### config.mk
export PLATFORM = sky130hd
export DESIGN_NAME = pedestrian_signals_flat
export DESIGN_NICKNAME = d
export VERILOG_FILES = /design/src/rtl/traffic_pkg.sv /design/src/rtl/pedestrian_signals_if.sv /design/src/rtl/ped_crossing_fsm.sv /design/src/rtl/pedestrian_signals.sv /design/src/flat_wrapper.sv
export SDC_FILE = /design/constraint.sdc
export NUM_CORES = 1
export LEC_CHECK = 0
export CELL_PAD_IN_SITES_DETAIL_PLACEMENT = 2
export CELL_PAD_IN_SITES_GLOBAL_PLACEMENT = 2
export CORE_MARGIN = 5
export CORE_UTILIZATION = 35
export DETAILED_ROUTE_END_ITERATION = 6
export GPL_ROUTABILITY_DRIVEN = 0
export PLACE_DENSITY = 0.95
export SETUP_SLACK_MARGIN = 0.05
export SLEW_MARGIN = 20
export SYNTH_ARGS = -nofsm -noshare
export SYNTH_HDL_FRONTEND = slang
export SYNTH_SLANG_ARGS = --single-unit
### constraint.sdc
create_clock -name clk -period 3.4 [get_ports clk]
set_clock_uncertainty 0.2 [all_clocks]
set_input_delay 0.68 -clock clk [delete_from_list [all_inputs] [get_ports clk]]
set_output_delay 0.68 -clock clk [all_outputs]
set_load 0.02 [all_outputs]
### src/rtl/traffic_pkg.sv
`default_nettype none
// ============================================================================
// Module      : traffic_pkg
// Description : Shared definitions for the four-way traffic light controller
//               and its pedestrian crossing consumer: light codes, approach
//               indices and the crossing state encoding.
// Revision    : 1.0 - initial release
// ============================================================================
package traffic_pkg;

    // Light codes as driven by traffic_lights
    localparam logic [1:0] LIGHT_RED    = 2'b00;
    localparam logic [1:0] LIGHT_YELLOW = 2'b01;
    localparam logic [1:0] LIGHT_GREEN  = 2'b10;
    localparam logic [1:0] LIGHT_BAD    = 2'b11;

    // Approach indices; also the bit position of each crossing on the bus
    localparam int c_appr_s   = 0;
    localparam int c_appr_w   = 1;
    localparam int c_appr_n   = 2;
    localparam int c_appr_e   = 3;
    localparam int c_num_appr = 4;

    // Per-crossing state encoding
    typedef enum logic [1:0] {
        ST_IDLE  = 2'd0,
        ST_WAIT  = 2'd1,
        ST_WALK  = 2'd2,
        ST_FLASH = 2'd3
    } xing_state_t;

    function automatic logic is_green(input logic [1:0] code);
        return (code == LIGHT_GREEN);
    endfunction

endpackage
`default_nettype wire

### src/rtl/pedestrian_signals_if.sv
`default_nettype none
// ============================================================================
// Module      : pedestrian_signals_if
// Description : Bundle between the traffic light side and the pedestrian
//               signal block: incoming light codes and buttons, outgoing
//               per-crossing signal heads, countdowns and fault flag.
// Revision    : 1.0 - initial release
// ============================================================================
interface pedestrian_signals_if #(
    parameter int CNT_W = 8
);
    logic [1:0]         S_light;
    logic [1:0]         W_light;
    logic [1:0]         N_light;
    logic [1:0]         E_light;
    logic [3:0]         ped_req;
    logic [3:0]         walk;
    logic [3:0]         flash;
    logic [3:0]         req_pending;
    logic [4*CNT_W-1:0] countdown;
    logic               fault;

    // Traffic/button side: supplies lights and requests, observes signals
    modport master (
        output S_light, W_light, N_light, E_light, ped_req,
        input  walk, flash, req_pending, countdown, fault
    );

    // Pedestrian signal block side
    modport slave (
        input  S_light, W_light, N_light, E_light, ped_req,
        output walk, flash, req_pending, countdown, fault
    );
endinterface
`default_nettype wire

### src/rtl/ped_crossing_fsm.sv
`default_nettype none
// ============================================================================
// Module      : ped_crossing_fsm
// Description : One pedestrian crossing. Latches button requests, waits for
//               the next green onset on its approach, then runs a timed WALK
//               phase followed by a flashing clearance phase with countdown.
//               i_hold forces the crossing to IDLE and drops any request.
// Revision    : 1.0 - initial release
// ============================================================================
module ped_crossing_fsm
    import traffic_pkg::*;
#(
    parameter int WALK_CYC  = 20,
    parameter int FLASH_CYC = 10,
    parameter int CNT_W     = 8
) (
    input  wire logic             clk,
    input  wire logic             rst_n,
    input  wire logic [1:0]       i_light,
    input  wire logic             i_ped_req,
    input  wire logic             i_hold,
    output logic                  o_walk,
    output logic                  o_flash,
    output logic                  o_req_pending,
    output logic [CNT_W-1:0]      o_countdown
);

    localparam logic [CNT_W-1:0] c_walk_load  = CNT_W'(WALK_CYC);
    localparam logic [CNT_W-1:0] c_flash_load = CNT_W'(FLASH_CYC);
    localparam logic [CNT_W-1:0] c_one        = CNT_W'(1);

    xing_state_t      r_state;
    xing_state_t      w_state_nxt;
    logic [1:0]       r_prev_light;
    logic             r_pending;
    logic             w_pending_nxt;
    logic [CNT_W-1:0] r_count;
    logic [CNT_W-1:0] w_count_nxt;
    logic             r_walk;
    logic             r_flash;
    logic             w_green;
    logic             w_onset;

    // Onset means green now but not green last cycle; the history register
    // starts at red so green straight out of reset is an onset.
    assign w_green = is_green(i_light);
    assign w_onset = w_green && !is_green(r_prev_light);

    // State, countdown, request latch and registered signal heads
    always_ff @(posedge clk or negedge rst_n) begin
        if (!rst_n) begin
            r_state      <= ST_IDLE;
            r_prev_light <= LIGHT_RED;
            r_pending    <= 1'b0;
            r_count      <= '0;
            r_walk       <= 1'b0;
            r_flash      <= 1'b0;
        end else begin
            r_state      <= w_state_nxt;
            r_prev_light <= i_light;
            r_pending    <= w_pending_nxt;
            r_count      <= w_count_nxt;
            r_walk       <= (w_state_nxt == ST_WALK);
            r_flash      <= (w_state_nxt == ST_FLASH);
        end
    end

    // Next-state, countdown and request-latch logic
    always_comb begin
        w_state_nxt   = r_state;
        w_count_nxt   = r_count;
        w_pending_nxt = r_pending | i_ped_req;

        if (i_hold) begin
            w_state_nxt   = ST_IDLE;
            w_count_nxt   = '0;
            w_pending_nxt = 1'b0;
        end else begin
            case (r_state)
                ST_IDLE: begin
                    w_count_nxt = '0;
                    if (r_pending) begin
                        w_state_nxt = ST_WAIT;
                    end
                end
                ST_WAIT: begin
                    w_count_nxt = '0;
                    if (w_onset) begin
                        // Request being served now; a press on this edge is absorbed
                        w_state_nxt   = ST_WALK;
                        w_count_nxt   = c_walk_load;
                        w_pending_nxt = 1'b0;
                    end
                end
                ST_WALK: begin
                    // Losing green cuts the walk short; clearance always runs in full
                    if (!w_green || (r_count <= c_one)) begin
                        w_state_nxt = ST_FLASH;
                        w_count_nxt = c_flash_load;
                    end else begin
                        w_count_nxt = r_count - c_one;
                    end
                end
                ST_FLASH: begin
                    if (r_count <= c_one) begin
                        w_state_nxt = ST_IDLE;
                        w_count_nxt = '0;
                    end else begin
                        w_count_nxt = r_count - c_one;
                    end
                end
                default: begin
                    w_state_nxt = ST_IDLE;
                    w_count_nxt = '0;
                end
            endcase
        end
    end

    assign o_walk        = r_walk;
    assign o_flash       = r_flash;
    assign o_req_pending = r_pending;
    assign o_countdown   = r_count;

endmodule
`default_nettype wire

### src/rtl/pedestrian_signals.sv
`default_nettype none
// ============================================================================
// Module      : pedestrian_signals
// Description : Four pedestrian crossings (S, W, N, E) driven from the
//               traffic light codes. Detects conflicting greens or illegal
//               codes, latches a sticky fault and holds every crossing in a
//               safe idle state until reset.
// Revision    : 1.0 - initial release
// ============================================================================
module pedestrian_signals
    import traffic_pkg::*;
#(
    parameter int WALK_CYC  = 20,
    parameter int FLASH_CYC = 10,
    parameter int CNT_W     = 8
) (
    input  wire logic           clk,
    input  wire logic           rst_n,
    pedestrian_signals_if.slave bus
);

    logic [1:0]         w_light [c_num_appr];
    logic [3:0]         w_walk;
    logic [3:0]         w_flash;
    logic [3:0]         w_pending;
    logic [4*CNT_W-1:0] w_countdown;
    logic               w_conflict;
    logic               w_bad_code;
    logic               w_fault_now;
    logic               w_hold;
    logic               r_fault;

    assign w_light[c_appr_s] = bus.S_light;
    assign w_light[c_appr_w] = bus.W_light;
    assign w_light[c_appr_n] = bus.N_light;
    assign w_light[c_appr_e] = bus.E_light;

    // North-south green together with east-west green, or any illegal code
    assign w_conflict  = (is_green(bus.S_light) || is_green(bus.N_light)) &&
                         (is_green(bus.E_light) || is_green(bus.W_light));
    assign w_bad_code  = (bus.S_light == LIGHT_BAD) || (bus.W_light == LIGHT_BAD) ||
                         (bus.N_light == LIGHT_BAD) || (bus.E_light == LIGHT_BAD);
    assign w_fault_now = w_conflict || w_bad_code;

    // The live detection is included so a fault beats a same-cycle green onset
    assign w_hold = r_fault || w_fault_now;

    // Sticky fault flag, cleared only by reset
    always_ff @(posedge clk or negedge rst_n) begin
        if (!rst_n) begin
            r_fault <= 1'b0;
        end else if (w_fault_now) begin
            r_fault <= 1'b1;
        end
    end

    generate
        for (genvar gi = 0; gi < c_num_appr; gi++) begin : g_xing
            ped_crossing_fsm #(
                .WALK_CYC  (WALK_CYC),
                .FLASH_CYC (FLASH_CYC),
                .CNT_W     (CNT_W)
            ) u_xing (
                .clk           (clk),
                .rst_n         (rst_n),
                .i_light       (w_light[gi]),
                .i_ped_req     (bus.ped_req[gi]),
                .i_hold        (w_hold),
                .o_walk        (w_walk[gi]),
                .o_flash       (w_flash[gi]),
                .o_req_pending (w_pending[gi]),
                .o_countdown   (w_countdown[gi*CNT_W +: CNT_W])
            );
        end
    endgenerate

    assign bus.walk        = w_walk;
    assign bus.flash       = w_flash;
    assign bus.req_pending = w_pending;
    assign bus.countdown   = w_countdown;
    assign bus.fault       = r_fault;

endmodule
`default_nettype wire

### src/flat_wrapper.sv
// flat-port wrapper written by rule: the top's interface ports become plain ports
module pedestrian_signals_flat import traffic_pkg::*;
#(
    parameter int WALK_CYC  = 20,
    parameter int FLASH_CYC = 10,
    parameter int CNT_W     = 8
)
  (clk, rst_n, bus_S_light, bus_W_light, bus_N_light, bus_E_light, bus_ped_req, bus_walk, bus_flash, bus_req_pending, bus_countdown, bus_fault);
  pedestrian_signals_if #(.CNT_W(CNT_W)) bus_i ();
  input  wire logic clk;
  input  wire logic rst_n;
  input wire logic [$bits(bus_i.S_light)-1:0] bus_S_light;
  input wire logic [$bits(bus_i.W_light)-1:0] bus_W_light;
  input wire logic [$bits(bus_i.N_light)-1:0] bus_N_light;
  input wire logic [$bits(bus_i.E_light)-1:0] bus_E_light;
  input wire logic [$bits(bus_i.ped_req)-1:0] bus_ped_req;
  output wire logic [$bits(bus_i.walk)-1:0] bus_walk;
  output wire logic [$bits(bus_i.flash)-1:0] bus_flash;
  output wire logic [$bits(bus_i.req_pending)-1:0] bus_req_pending;
  output wire logic [$bits(bus_i.countdown)-1:0] bus_countdown;
  output wire logic [$bits(bus_i.fault)-1:0] bus_fault;
  assign bus_i.S_light = bus_S_light;
  assign bus_i.W_light = bus_W_light;
  assign bus_i.N_light = bus_N_light;
  assign bus_i.E_light = bus_E_light;
  assign bus_i.ped_req = bus_ped_req;
  assign bus_walk = bus_i.walk;
  assign bus_flash = bus_i.flash;
  assign bus_req_pending = bus_i.req_pending;
  assign bus_countdown = bus_i.countdown;
  assign bus_fault = bus_i.fault;
  pedestrian_signals #(.WALK_CYC(WALK_CYC), .FLASH_CYC(FLASH_CYC), .CNT_W(CNT_W)) u_core (.clk(clk), .rst_n(rst_n), .bus(bus_i));
endmodule
Yosys cells after proc, flatten, opt, wreduce, memory -nomap -nowiden
Cells that the tools add are included.

storage, ports and cells
  logic and storage cells = 153
  input bits = 14
  register bits after elaboration = 61

cells by class
  bitwise gates (word level) = 4
  mux-type cells = 56
  reduce and logical (&&, ||, !) cells = 28
  $lt $le $gt $ge = 4
  equal/unequal tests = 32
  add/subtract/negate cells = 4

operators with widths
  kind                 number
  $pmux 8 s4           4
  $mux 8               12
  $eq 2x2->1 const B   28
  $mux 2               20
  $le 8x1->1 const B   4
  $pmux 2 s4           4
  $sub 8x1->8 const B  4
  $mux 5               4
  $mux 1               12
  $logic_or 1x1->1     11
  $eq 2x1->1 const B   4
  $logic_not 1->1      8
  $logic_not 2->1      4
  $logic_and 1x1->1    5
  $or 1x1->1           4

Logic depth before layout (Yosys ltp)
  depth after elaboration = 8
  mapped depth = 6
  gate-level depth less buffers = 6

Cells and area by module
Synthesis repeated with hierarchy kept, for this count alone.

second synthesis, totals
  cells, all modules = 280
  area, all modules = 2969.1 um2

modules (own cells, without submodules)
  module              instances  area an instance (um2)  cells an instance
  ped_crossing_fsm    4          721.9                   68
  pedestrian_signals  1          81.3                    8

Worst setup path before layout
No wires, ideal clock.

  path type = register -> register
  from = reg u_core.g_xing[1].u_xing.r_count[5]
  to = reg u_core.g_xing[1].u_xing.r_walk
  arrival = 1.928 ns
  buffers on the path = 1
  cell stages (with the launch flop) = 6
  path slack = 1.153 ns
  path through = dfrtp_1 > or4_1 > buf_2 > o31ai_2 > or4b_4 > nor2b_4

on the way
  cells in the longest elaborated chain, start to end = 6
  elaborated cells on any way between the ends = 7
  classes of those cells = order compare (1); eq/ne (1); mux (4); reduce/logical (1)

RTL lines
  what                    RTL line                                         source
  from (decl)             ped_crossing_fsm.sv:37                           logic [CNT_W-1:0] r_count;
  from (signal assigned)  ped_crossing_fsm.sv:62                           r_count <= w_count_nxt;
  $le 8x1->1 (*)          ped_crossing_fsm.sv:97, ped_crossing_fsm.sv:105
  $logic_or 1x1->1        ped_crossing_fsm.sv:97                           if (!w_green || (r_count <= c_one)) begin
  $mux 2                  ped_crossing_fsm.sv:97
  $pmux 2 s4 (*)          ped_crossing_fsm.sv:79                           case (r_state)
  $mux 2 (*)              ped_crossing_fsm.sv:74                           if (i_hold) begin
  $eq 2x2->1 (*)          ped_crossing_fsm.sv:63                           r_walk <= (w_state_nxt == ST_WALK);
  to (signal assigned)    ped_crossing_fsm.sv:63
  to (decl)               ped_crossing_fsm.sv:39                           logic r_walk;

Every way passes the cells marked *; elsewhere a longest branch is shown, timed or not.
A chain may end at the register's enable or synchronous reset.

Worst setup path in the final report
  from = in bus_S_light[1]
  to = reg u_core.g_xing[2].u_xing.r_count[7]

on the way
  cells in the longest elaborated chain, start to end = 7
  elaborated cells on any way between the ends = 10
  classes of those cells = eq/ne (2); mux (1); reduce/logical (7)

RTL lines
  what                                        RTL line                  source
  from (decl)                                 flat_wrapper.sv:12        input wire logic [$bits(bus_i.S_light)-1:0] bus_S_light;
  $eq 2x2->1                                  pedestrian_signals.sv:41  assign w_bad_code = (bus.S_light == LIGHT_BAD) || (bus.W_light == LIGHT_BAD) ||
  $logic_or 1x1->1 (2 in series)              pedestrian_signals.sv:41
  $logic_or 1x1->1                            pedestrian_signals.sv:42  (bus.N_light == LIGHT_BAD) || (bus.E_light == LIGHT_BAD);
  $logic_or 1x1->1 (*)                        pedestrian_signals.sv:43  assign w_fault_now = w_conflict || w_bad_code;
  $logic_or 1x1->1 (*)                        pedestrian_signals.sv:46  assign w_hold = r_fault || w_fault_now;
  $mux 8 (*)                                  ped_crossing_fsm.sv:74
  net u_core.g_xing[2].u_xing.w_count_nxt[7]  ped_crossing_fsm.sv:38    logic [CNT_W-1:0] w_count_nxt;
  to (signal assigned)                        ped_crossing_fsm.sv:62
  to (decl)                                   ped_crossing_fsm.sv:37

The timed path passes the listed nets; every way through them passes the cells marked *.

==> flow_metrics.env <==
export IMPL_antenna_violations_before_repair=0
export IMPL_crit_chain="clkdlybuf4s50_1, o31ai_1, o2111a_1, inv_1, buf_4, or3_1, nor2_1"
export IMPL_number_of_hold_buffers_added_after_cts=0
export IMPL_max_slew_margin=0.425
export IMPL_cts_sinks=61
export IMPL_cts_max_level=3
export IMPL_yosys_warnings=0
export IMPL_numCtsBuffers=9
export IMPL_critPathCapture="u_core.g_xing[2].u_xing.o_countdown[7]"
export IMPL_hold_violations=0
export IMPL_slowest_stage="clkdlybuf4s50_1"
export IMPL_path_clk_slew_ns=0.07
export IMPL_groute_usage_overall=0.167
export IMPL_p_leak_nw=1.82
export IMPL_post_cts_setup_buffers=0
export IMPL_min_period_over_period=0.750
export IMPL_report_final_setup_viol=0
export IMPL_power_total_w=0.00139
export IMPL_synth_seq_area_share=0.498
export IMPL_grt_pass1_wl_mm=14.8
export IMPL_detailroute_via_count=2513
export IMPL_synth_net_count=325
export IMPL_cp_depth=7
export IMPL_ys_top_cells_by_count="61 x dfrtp_1, 38 x nor2_1, 19 x inv_1"
export IMPL_syn_to_final_growth_pct=26.8
export IMPL_wl_mm=8.74
export IMPL_synth_largest_area_cell="dfrtp_1"
export IMPL_postSynthAreaPerCell_um2=10.1
export IMPL_coreArea_um2=8640
export IMPL_rsz0062_at_grt="no"
export IMPL_grt_overflow_total=0
export IMPL_post_synth_top_area_fraction=0.498
export IMPL_run_status="finished, final reports clean"
export IMPL_timing_critical_path_buf_inv=3
export IMPL_critPathMaxFanout=16
export IMPL_ctsRootBufferMaster="clkbuf_8"
export IMPL_avgViaCountPerCell=5.35
export IMPL_ant_nets=0
export IMPL_worst_endpoint_required_ns=3.46
export IMPL_rr_startpoint="u_core.g_xing[3].u_xing.o_countdown[3]"
export IMPL_cellPowerDensity_nw_per_um2=357
export IMPL_netlist_cell_type_count=46
export IMPL_drt_drc_violations_left=0
export IMPL_post_synth_arst_share=1.00
export IMPL_tritoncts_clock_tree="built"
export IMPL_worstHoldPathType="in2async"
export IMPL_synth_main_ff_cell="dfrtp_1"
export IMPL_netlist_top_cells_area="dfrtp_1 50%, nor2_1 4.7%, xnor2_1 4.6%, ha_1 3.3%, buf_4 2.9%"
export IMPL_grt_start_max_net_pins=48
export IMPL_hpwl_mm=6.33
export IMPL_syn_inst=303
export IMPL_final_max_slew_viol_count=0
export IMPL_r2r_end="u_core.g_xing[3].u_xing.o_countdown[1]"
export IMPL_path_class="in2reg"
export IMPL_die_width_um=104
export IMPL_synth_seq_cells=61
export IMPL_worst_setup_path_start_kind="primary input"
export IMPL_chipHeight_um=104
export IMPL_number_of_cells_traversed_by_the_worst_register_to_register_path=4
export IMPL_synth_enable_flop_cells=0
export IMPL_insertion_delay_ns=0.34
export IMPL_finalNetCount=381
export IMPL_final_critical_path_required_period_ns=2.55
export IMPL_placementRows=34
export IMPL_tightestPinTransition_ns=0.855
export IMPL_rrSetupSlack_ns=1.00
export IMPL_post_route_cells_drive_above_1_share=0.0829
export IMPL_fin_setup_tns_ns=0
export IMPL_cts_repair_resized=0
export IMPL_most_repeated_cell_in_the_gate_level_netlist_after_synthesis="dfrtp_1"
export IMPL_first_global_vias=2847
export IMPL_area_of_the_die_um2=10700
export IMPL_start_util=0.355
export IMPL_clock_fmax_mhz=392
export IMPL_critical_path_arrival_ns=2.61
export IMPL_setup_worst_path_end_class="flip-flop"
export IMPL_avgRoutedWirePerCell_um=18.6
export IMPL_vdd_drop_max_mv=0.169
export IMPL_pin_count=59
export IMPL_detailedRoute_firstIterationViolations=45
export IMPL_place_port_buffers=58
export IMPL_post_synth_instance_area_um2=3070
export IMPL_cts_root_to_sink_buffers=2
export IMPL_max_cap_viol_count=0
export IMPL_drt_pass1_iterations=4
export IMPL_cpLargestDelayFamily="buffers and inverters"
export IMPL_cp_startpoint="bus_S_light[1]"
export IMPL_cp_slowest_stage_delay_ns=0.50
export IMPL_antenna_cells=0
registers in the layout, summed over array words and instances (netlist names):
register,count
u_core.g_xing.u_xing.o_countdown,32
u_core.g_xing.u_xing.r_prev_light,8
u_core.g_xing.u_xing.r_state,8
u_core.g_xing.u_xing.o_flash,4
u_core.g_xing.u_xing.o_req_pending,4
u_core.g_xing.u_xing.o_walk,4
u_core.bus.fault,1
layout make-up:
cell class,instances,area (µm²)
clock buffer,13,179
clock inverter,1,5.00
timing repair buffer,63,616
fill,876,4750
tap,108,135
sequential,61,1530
inverter,19,71.3
multi-input combinational,205,1350
layout by cell type (no fill, tap or decap), drive strengths merged, types with 9 or more instances in the layout:
master	instances
nand2	11
dfrtp	61
nor2b	9
nor3	17
a21oi	12
inv	19
xnor2	16
nor2	38
clkdlybuf4s50	57
clkbuf	13
worst min path at each step:
stage                                                   endpoint  slack [ns]  cells after the start
after floorplan                                 u_core.bus.fault        0.18                      0
after global placement    u_core.g_xing[2].u_xing.o_countdown[0]        0.33                      1
after detailed placement  u_core.g_xing[2].u_xing.o_countdown[0]        0.35                      1
after CTS                 u_core.g_xing[2].u_xing.o_countdown[0]        0.36                      1
after global routing      u_core.g_xing[2].u_xing.o_countdown[7]        0.20                      1
final                     u_core.g_xing[2].u_xing.o_countdown[3]        0.16                      1
cell families (layout without fill, tap and decap cells):
family	Yosys count	in the layout	synth area share
fa+ha+maj	8	8	0.0327
buf+inv	37	96	0.0604
simple gates	127	127	0.231
flops	61	61	0.498
compound gates	48	48	0.115
xor+xnor	22	22	0.0629
routing by layer:
layer	global-route usage	share of wire	vias up
met1	0.212	0.45	1281
met4	0.0440	0.013	0
met5	0	0	-
met3	0.0417	0.039	15
met2	0.283	0.49	58
li1	-	-	1159
stage by stage:
| step | setup WS, ns | utilization | hold WS, ns | cell area [µm²] | instances |
|---|---|---|---|---|---|
| 2_1_floorplan | 1.15 | - | 0.184 | 3070 | 303 |
| 3_3_place_gp | 0.703 | 0.428 | 0.326 | 3700 | 456 |
| 3_5_place_dp | 0.579 | 0.428 | 0.348 | 3700 | 456 |
| 4_1_cts | 0.844 | 0.450 | 0.358 | 3880 | 470 |
| 5_1_grt | 0.753 | 0.450 | 0.195 | 3890 | 470 |
| 6_report | 0.851 | 0.450 | 0.160 | 3890 | 470 |
power by group:
part	internal [W]	switching (W)	leakage (nW)
clock	0.000335	0.000273	0.0974
sequential	0.000731	0.00000134	0.829
combinational	0.0000193	0.0000293	0.895
total	0.00108	0.000304	1.82
No activity file was read; power rests on OpenSTA's default activity.
